==> config.mk <==
export PLATFORM = sky130hd
export DESIGN_NAME = shake_msg_packer
export DESIGN_NICKNAME = d
export VERILOG_FILES = /design/src/rtl/shake_msg_packer.sv
export SDC_FILE = /design/constraint.sdc
export NUM_CORES = 1
export LEC_CHECK = 0
export ABC_AREA = 1
export BUFFER_PORTS_ARGS = -buffer_cell sky130_fd_sc_hd__buf_2
export CORE_AREA = 2 2 457 459
export DETAILED_ROUTE_END_ITERATION = 8
export DIE_AREA = 0 0 459 461
export HOLD_SLACK_MARGIN = 0.05
export PLACE_DENSITY_LB_ADDON = 0.15
export SYNTH_ARGS = -nofsm -noshare
export SYNTH_HDL_FRONTEND = slang
export SYNTH_SLANG_ARGS = --single-unit
==> constraint.sdc <==
create_clock -name clock -period 4.3 [get_ports clock]
set_clock_uncertainty 0.2 [all_clocks]
set_input_delay 0.215 -clock clock [delete_from_list [all_inputs] [get_ports clock]]
set_output_delay 0.215 -clock clock [all_outputs]
set_load 0.03 [all_outputs]
==> src/rtl/shake_msg_packer.sv <==
// shake_msg_packer: packs a 64-bit word stream into 1088-bit SHAKE256 rate blocks
// for the absorb core, and emits the extra zero-length block that padding needs
// when a message ends exactly on a block boundary.
// Ports: clock/reset (async, active-low); s_data/s_valid/s_last/s_bytes/s_ready
// word input; full from the core; message/length/blk_valid/blk_last block output.
// Latency: last word accepted in cycle N -> blk_valid in N+1; s_ready and
// blk_valid come straight from flops, so there is no path from full or s_valid.
// Backpressure: s_ready drops while a block is held; full freezes the held block.
// Optional: define SHAKE_PACK_BSWAP_EN to byte-reverse each word before packing.
module shake_msg_packer #(
  parameter int WORD_W = 64,
  parameter int RATE   = 1088
) (
  input  logic              clock,
  input  logic              reset,
  input  logic [WORD_W-1:0] s_data,
  input  logic              s_valid,
  input  logic              s_last,
  input  logic [3:0]        s_bytes,
  output logic              s_ready,
  input  logic              full,
  output logic [RATE-1:0]   message,
  output logic [10:0]       length,
  output logic              blk_valid,
  output logic              blk_last
);

  localparam int WORDS = RATE / WORD_W;  // 17 words per block

  typedef enum logic [1:0] {FILL, HOLD, PADBLK} state_t;

  state_t            state;
  logic [4:0]        wcnt;
  logic              pad_pending;

  logic [3:0]        nbytes;
  logic [WORD_W-1:0] word_ord;
  logic [WORD_W-1:0] word_msk;
  logic [10:0]       new_len;
  logic [10:0]       slot_top;
  logic              is_top;
  logic              exact_fill;

  // Byte count of the incoming word: only the final word may be short, and
  // anything above 8 is clamped so length can never overshoot the rate.
  always_comb begin
    nbytes = 4'd8;
    if (s_last && (s_bytes < 4'd8)) nbytes = s_bytes;
  end

  // Byte ordering then masking: the first nbytes bytes (in packing order)
  // survive, the rest are zeroed.
  always_comb begin
    word_ord = s_data;
`ifdef SHAKE_PACK_BSWAP_EN
    for (int i = 0; i < 8; i++) word_ord[8*i +: 8] = s_data[WORD_W-8-8*i +: 8];
`endif
    word_msk = '0;
    for (int i = 0; i < 8; i++) begin
      if (4'(i) < nbytes) word_msk[WORD_W-8-8*i +: 8] = word_ord[WORD_W-8-8*i +: 8];
    end
  end

  assign new_len    = length + {4'b0000, nbytes, 3'b000};
  assign slot_top   = 11'(RATE - 1) - {wcnt, 6'b000000};
  assign is_top     = (wcnt == 5'(WORDS - 1));
  // Final word lands exactly on the block boundary: padding needs a further
  // empty block, so this full block is not the last one.
  assign exact_fill = s_last && is_top && (new_len == 11'(RATE));

  always_ff @(posedge clock or negedge reset) begin
    if (!reset) begin
      state       <= FILL;
      wcnt        <= '0;
      pad_pending <= 1'b0;
      message     <= '0;
      length      <= '0;
      blk_valid   <= 1'b0;
      blk_last    <= 1'b0;
      s_ready     <= 1'b0;
    end else begin
      case (state)
        FILL: begin
          s_ready <= 1'b1;
          if (s_valid && s_ready) begin
            message[slot_top -: WORD_W] <= word_msk;
            length <= new_len;
            wcnt   <= wcnt + 5'd1;
            if (s_last || is_top) begin
              state       <= HOLD;
              s_ready     <= 1'b0;
              blk_valid   <= 1'b1;
              blk_last    <= s_last && !exact_fill;
              pad_pending <= exact_fill;
            end
          end
        end
        HOLD: begin
          if (!full) begin
            wcnt    <= '0;
            message <= '0;
            length  <= '0;
            if (pad_pending) begin
              state       <= PADBLK;
              pad_pending <= 1'b0;
              blk_last    <= 1'b1;
            end else begin
              state     <= FILL;
              blk_valid <= 1'b0;
              blk_last  <= 1'b0;
              s_ready   <= 1'b1;
            end
          end
        end
        PADBLK: begin
          if (!full) begin
            state     <= FILL;
            blk_valid <= 1'b0;
            blk_last  <= 1'b0;
            s_ready   <= 1'b1;
          end
        end
        default: begin
          state <= FILL;
        end
      endcase
    end
  end

endmodule

; ---- After elaboration in Yosys (flattened, before gate mapping)
; Index checks and enable logic that the tools add are counted.
[word_totals]
wordCells = 93
latchBits = 0
n_memories = 0
mem_bits_rw = 0
ff_bits = 1110
mem_bits_ro = 0
out_inout_bits = 1102
[op_classes]
multipliers = 0
muxes = 45
addsub = 4
order_cmp = 9
reduce_logical = 16
eq_ne = 9
n_bitwise = 0
n_shift = 2
n_div = 0
[op_table]
columns = operator, count
row1 = $mux 1088, 2
row2 = $pmux 1088 s2, 1
row3 = $shift 64x13->1151 const A, 1
row4 = $shiftx 64x13->1151, 1
row5 = $bwmux 1088, 1
row6 = $mux 8, 8
row7 = $mux 11, 2
row8 = $pmux 11 s2, 1
row9 = $lt 3x4->1 const A, 4
row10 = $mux 1, 16
row11 = $neg 11->13, 1
row12 = $reduce_and 4->1, 3
row13 = $add 11x7->11, 1
row14 = $eq 11x11->1 const B, 1
row15 = $sub 11x11->11 const A, 1
row16 = $mux 2, 5
row17 = $mux 5, 2
row18 = $ne 2x2->1 const B, 5
row19 = $pmux 5 s2, 1
row20 = $pmux 1 s3, 3
row21 = $lt 1x4->1 const A, 2
row22 = $lt 2x4->1 const A, 2
row23 = $pmux 2 s3, 1
row24 = $reduce_and 6->1, 1
row25 = other kinds (15), 19

; ---- Logic depth before layout (Yosys ltp)
[depth]
depth_word = 11
depth_mapped = 18
ltp_nobuf = 18

; ---- Worst setup path after synthesis
; No wires, ideal clock.
[synth_timing]
kind = reg-to-reg
from = register wcnt[0]
to = register message[776]
stages_incl_launch_ff = 19
path_buffers = 5
path_slack_ns = 0.831
arrival_time_ns = 3.140
t_required_ns = 3.971
period_less_slack_ns = 3.469
path_cell_list = dfrtp_1 > buf_2 > inv_2 > clkbuf_1 > buf_1 > ha_1 > nand2_1 > nor2_1 > ha_1 > inv_1 > nand2_1 > nor2_1 > inv_2 > nor2_1 > inv_2 > o21ai_1 > buf_2 > buf_4 > o22ai_1
[synth_between]
elab_chain_len = 6
[synth_rtl]
columns = item, line_no
row1 = start: declaration, 33  ; logic [4:0] wcnt;
row2 = start signal: assignment, 88  ; wcnt <= wcnt + 5'd1;
row3 = $sub 11x11->11 *, 65  ; assign slot_top = 11'(RATE - 1) - {wcnt, 6'b000000};
row4 = $neg 11->13 *, 86  ; message[slot_top -: WORD_W] <= word_msk;
row5 = $shiftx 64x13->1151 or $shift 64x13->1151 (tied branches), 86
row6 = $bwmux 1088 *, 86
row7 = $mux 1088 *, 85  ; if (s_valid && s_ready) begin
row8 = $pmux 1088 s2 *, 82  ; case (state)
row9 = end signal: indexed assignment, 86
row10 = end: declaration, 22  ; output logic [RATE-1:0] message,
; Every way passes the cells marked *; elsewhere a longest branch is shown, timed or not. The select of a mux whose other input is x is not followed.
; A chain may end at the register's enable or synchronous reset.

; ---- Worst setup path in the final report
[layout_timing]
from = register state[0]
to = register pad_pending
[layout_between]
elab_chain_len = 3
[layout_rtl]
columns = item, line_no
row1 = start: declaration, 32  ; state_t state;
row2 = start signal: assignment, 73  ; state <= FILL;
row3 = start signal: assignment, 90  ; state <= HOLD;
row4 = start signal: assignment, 104  ; state <= PADBLK;
row5 = $eq 2x1->1 or $logic_not 2->1 (tied branches), 82
row6 = $ne 2x2->1 (no source line) or $reduce_bool 2->1 (tied branches), --
row7 = $reduce_and 4->1 (no source line), --
row8 = end signal: assignment, 94  ; pad_pending <= exact_fill;
row9 = end: declaration, 34  ; logic pad_pending;
; Parallel ways exist; a longest one is shown, timed or not.

==> flow_summary.toml <==
[power]
p_per_area_nw_per_um2 = 626
p_sw_uw = 16900
cellLeakagePower_uw = 0.0294
p_clk_share_pct = 32.2
ir_drop_mv = 0.783
total_power_uw = 37400
p_comb_share_pct = 37.4
pwr-share-seq_pct = 30.4
switching_share_pct = 45.3
intPower_uw = 20500

[logic_synthesis]
synth-seq-cells = 1107
synth.distinct_cells = 39
netlist_area_um2 = 45000
synth.area.top_cells = "dfrtp_1, nand3_1, o21ai_0"
synth_seq_area_share_pct = 61.6
synth.top_cell.area_share_pct = 61.6
yosysMostFrequentCell = "dfrtp_1"
synth_edf_count = 0
yosysWarnings = 0
yosysTopAreaCell = "dfrtp_1"
ys.flop_type = "dfrtp_1"
yosys-top-cells-count = "dfrtp_1, nand3_1, o21ai_0"
postSynthCellCount = 4786
avgSynthCellArea_um2 = 9.40
async_flop_share_pct = 100

[detailed_routing]
wl_mm = 292
drtIter0Drc = 3889
vias = 43200
wl_per_cell_um = 33.3
drcViolationCount = 0
final_antenna_net_count = 0
drt_pass1_iterations = 5
via_per_inst = 4.93

[sta]
max_slew.worst_pin.slew_ns = 1.17
rsz0062_at_grt = "false"
slew_headroom_pct = 21.5
finalSetupViolCount = 0
period_minus_slack_ns = 3.59
fmax_mhz = 278
finalMaxSlewViolations = 0
final.setup.tns_ns = 0
fin_crit_sh_pct = 83.5
hold_viol = 0

[place]
dp.cells = 8436
portBuffers = 1171
placed_area_um2 = 54600
gp_congestion = 0.864
hpwlAfterDp_mm = 217

[clocking]
cts_resized = 0
cts_root_buffer = "clkbuf_16"
htreeDepth = 4
holdBufCountCts = 52
clk_latency_ns = 0.79
clock_sinks = 1107
cts_tree = "done"
clk_pin_slew_ns = 0.06
clockBufferDepth = 3
cts_setup_buffers = 0
numCtsBuffers = 142

[grt]
grt_max_degree = 125
antenna_found_initial = 44
grt_pass1_wl_mm = 391
grt_usage_pct = 26.7
overflow = 0
grt_pass1_vias = 43100

[final_layout]
finalInstanceArea_um2 = 59800
nets = 6016
drive_gt1_share_pct = 27.3
utilization_pct = 28.9
layoutNonFillerInstCount = 8759
syn_to_final_growth_pct = 32.8

[critical_path]
critPathCaptureType = "flip-flop"
cp_slowest_cell = "nor2_4"
crit_chain = "inv_1, ha_1, o21ai_1, a21oi_4, inv_2, nor2_4, o21ai_0, dlygate4sd3_1, o21ai_0, dlygate4sd3_1"
r2r_slack_ns = 0.71
r2r_end = "pad_pending"
r2r-start = "state[0]"
critPathMaxFanout = 22
max_stage_delay_ns = 0.70
reg2reg_depth = 10
path_class = "flip-flop to flip-flop"
cp.arrival_ns = 4.11
start_kind = "flip-flop"
cp_data_required_time_ns = 4.82

[run]
max_cap_violations = 0

[floorplan]
fp.dieArea_um2 = 212000
initial_utilization_pct = 21.8
io_pins = 1175
fp.coreArea_um2 = 206000
die_h_um = 461
fp-row-count = 167
die_x_um = 459

[status]
status = "finished, final reports clean"

[worst_hold_path]
holdPathEnd = "message[901]"
hp-class = "primary input to flip-flop"
worstHoldStart = "s_data[5]"
hold_depth = 5
## flip-flops by register name, summed over array words and instances, names as in the netlist
register / count
message: 1088
length: 8
wcnt: 5
state: 2
blk_last: 1
blk_valid: 1
pad_pending: 1
s_ready: 1
## power groups by stage
| stage | registers [uW] | logic, uW | clock network, uW |
|---|---|---|---|
| 2_1_floorplan | 12500 | 5880 | 0 |
| 3_3_place_gp | 11500 | 14100 | 0 |
| 3_5_place_dp | 11500 | 14100 | 0 |
| 4_1_cts | 11400 | 14200 | 12300 |
| 5_1_grt | 11400 | 14700 | 12700 |
| 6_report | 11400 | 14000 | 12100 |
## how the worst max path moves through the flow
| stage | end | startpoint |
|---|---|---|
| after global placement | message[799] | wcnt[1] |
| after detailed placement | message[799] | wcnt[1] |
| after global routing | pad_pending | state[0] |
| after CTS | message[797] | wcnt[1] |
| after floorplan | message[776] | wcnt[0] |
| final | pad_pending | state[0] |
## layer usage
metal	part of all wire (%)	wire, um	global-route usage, %	vias to the layer above
met3	8.6	25200	8.61	341
met2	46	133000	42.4	1848
met1	42	122000	33.9	22300
li1	-	-	-	18700
met4	4.0	11600	9.95	10
met5	0.022	65	0	-
## logic make-up (layout without fill, tap and decap cells)
| family | count (synthesis) | after routing | synth area share [%] |
|---|---|---|---|
| AOI/OAI and AO/OA | 1127 | 1127 | 13.0 |
| xor gates and xnor gates | 5 | 5 | 0.139 |
| adders and majority gates | 15 | 15 | 0.417 |
| buffers and inverters | 672 | 1922 | 6.27 |
| DFF | 1107 | 1107 | 61.6 |
| other | 1 | 20 | 0.00833 |
| and+or+nand+nor | 1859 | 1859 | 18.6 |
## cells in the final DEF, fill, tap and decap left out, types with 6 or more instances in the layout
master / count
buf_12: 41
dfrtp_1: 1106
nand2_2: 23
nor2_4: 6
diode_2: 17
clkbuf_1: 35
buf_4: 144
o21ai_1: 184
buf_2: 1170
inv_1: 246
dlygate4sd3_1: 51
clkbuf_16: 143
ha_1: 14
clkbuf_8: 34
nand3_1: 872
nand2_4: 7
nor2_2: 8
nor3_1: 60
inv_2: 11
o21ai_0: 788
inv_6: 9
nand2_1: 719
nor2_1: 98
nor4_1: 55
o22ai_1: 130
clkinv_4: 8
clkinv_2: 14
## final cells by class
| cell class | instances | area (um^2) |
|---|---|---|
| Inverter | 260 | 993 |
| Timing Repair Buffer | 1408 | 8310 |
| Clock buffer | 212 | 4180 |
| Sequential cell | 1107 | 27700 |
| Tap cell | 2704 | 3380 |
| Antenna cell | 17 | 42.5 |
| Fill cell | 22300 | 147000 |
| Clock inverter | 42 | 450 |
| Multi-Input combinational cell | 3009 | 14700 |
## critical path: cells and delay by family, from the launching register on
family          cells  cell delay, ns
compound gates      4            0.61
fa+ha+maj           1            0.27
buf+inv             4            1.35
flops               1            0.40
simple gates        1            0.70
## stage by stage
stage / hold WS (ns) / worst slack, ns
after global placement: 0.108 / 0.680
after global routing: 0.0704 / 0.463
after detailed placement: 0.111 / 0.673
final: 0.0632 / 0.708
after CTS: 0.0611 / 0.673
after floorplan: -0.281 / 0.831
(Power assumes the default switching activity.)
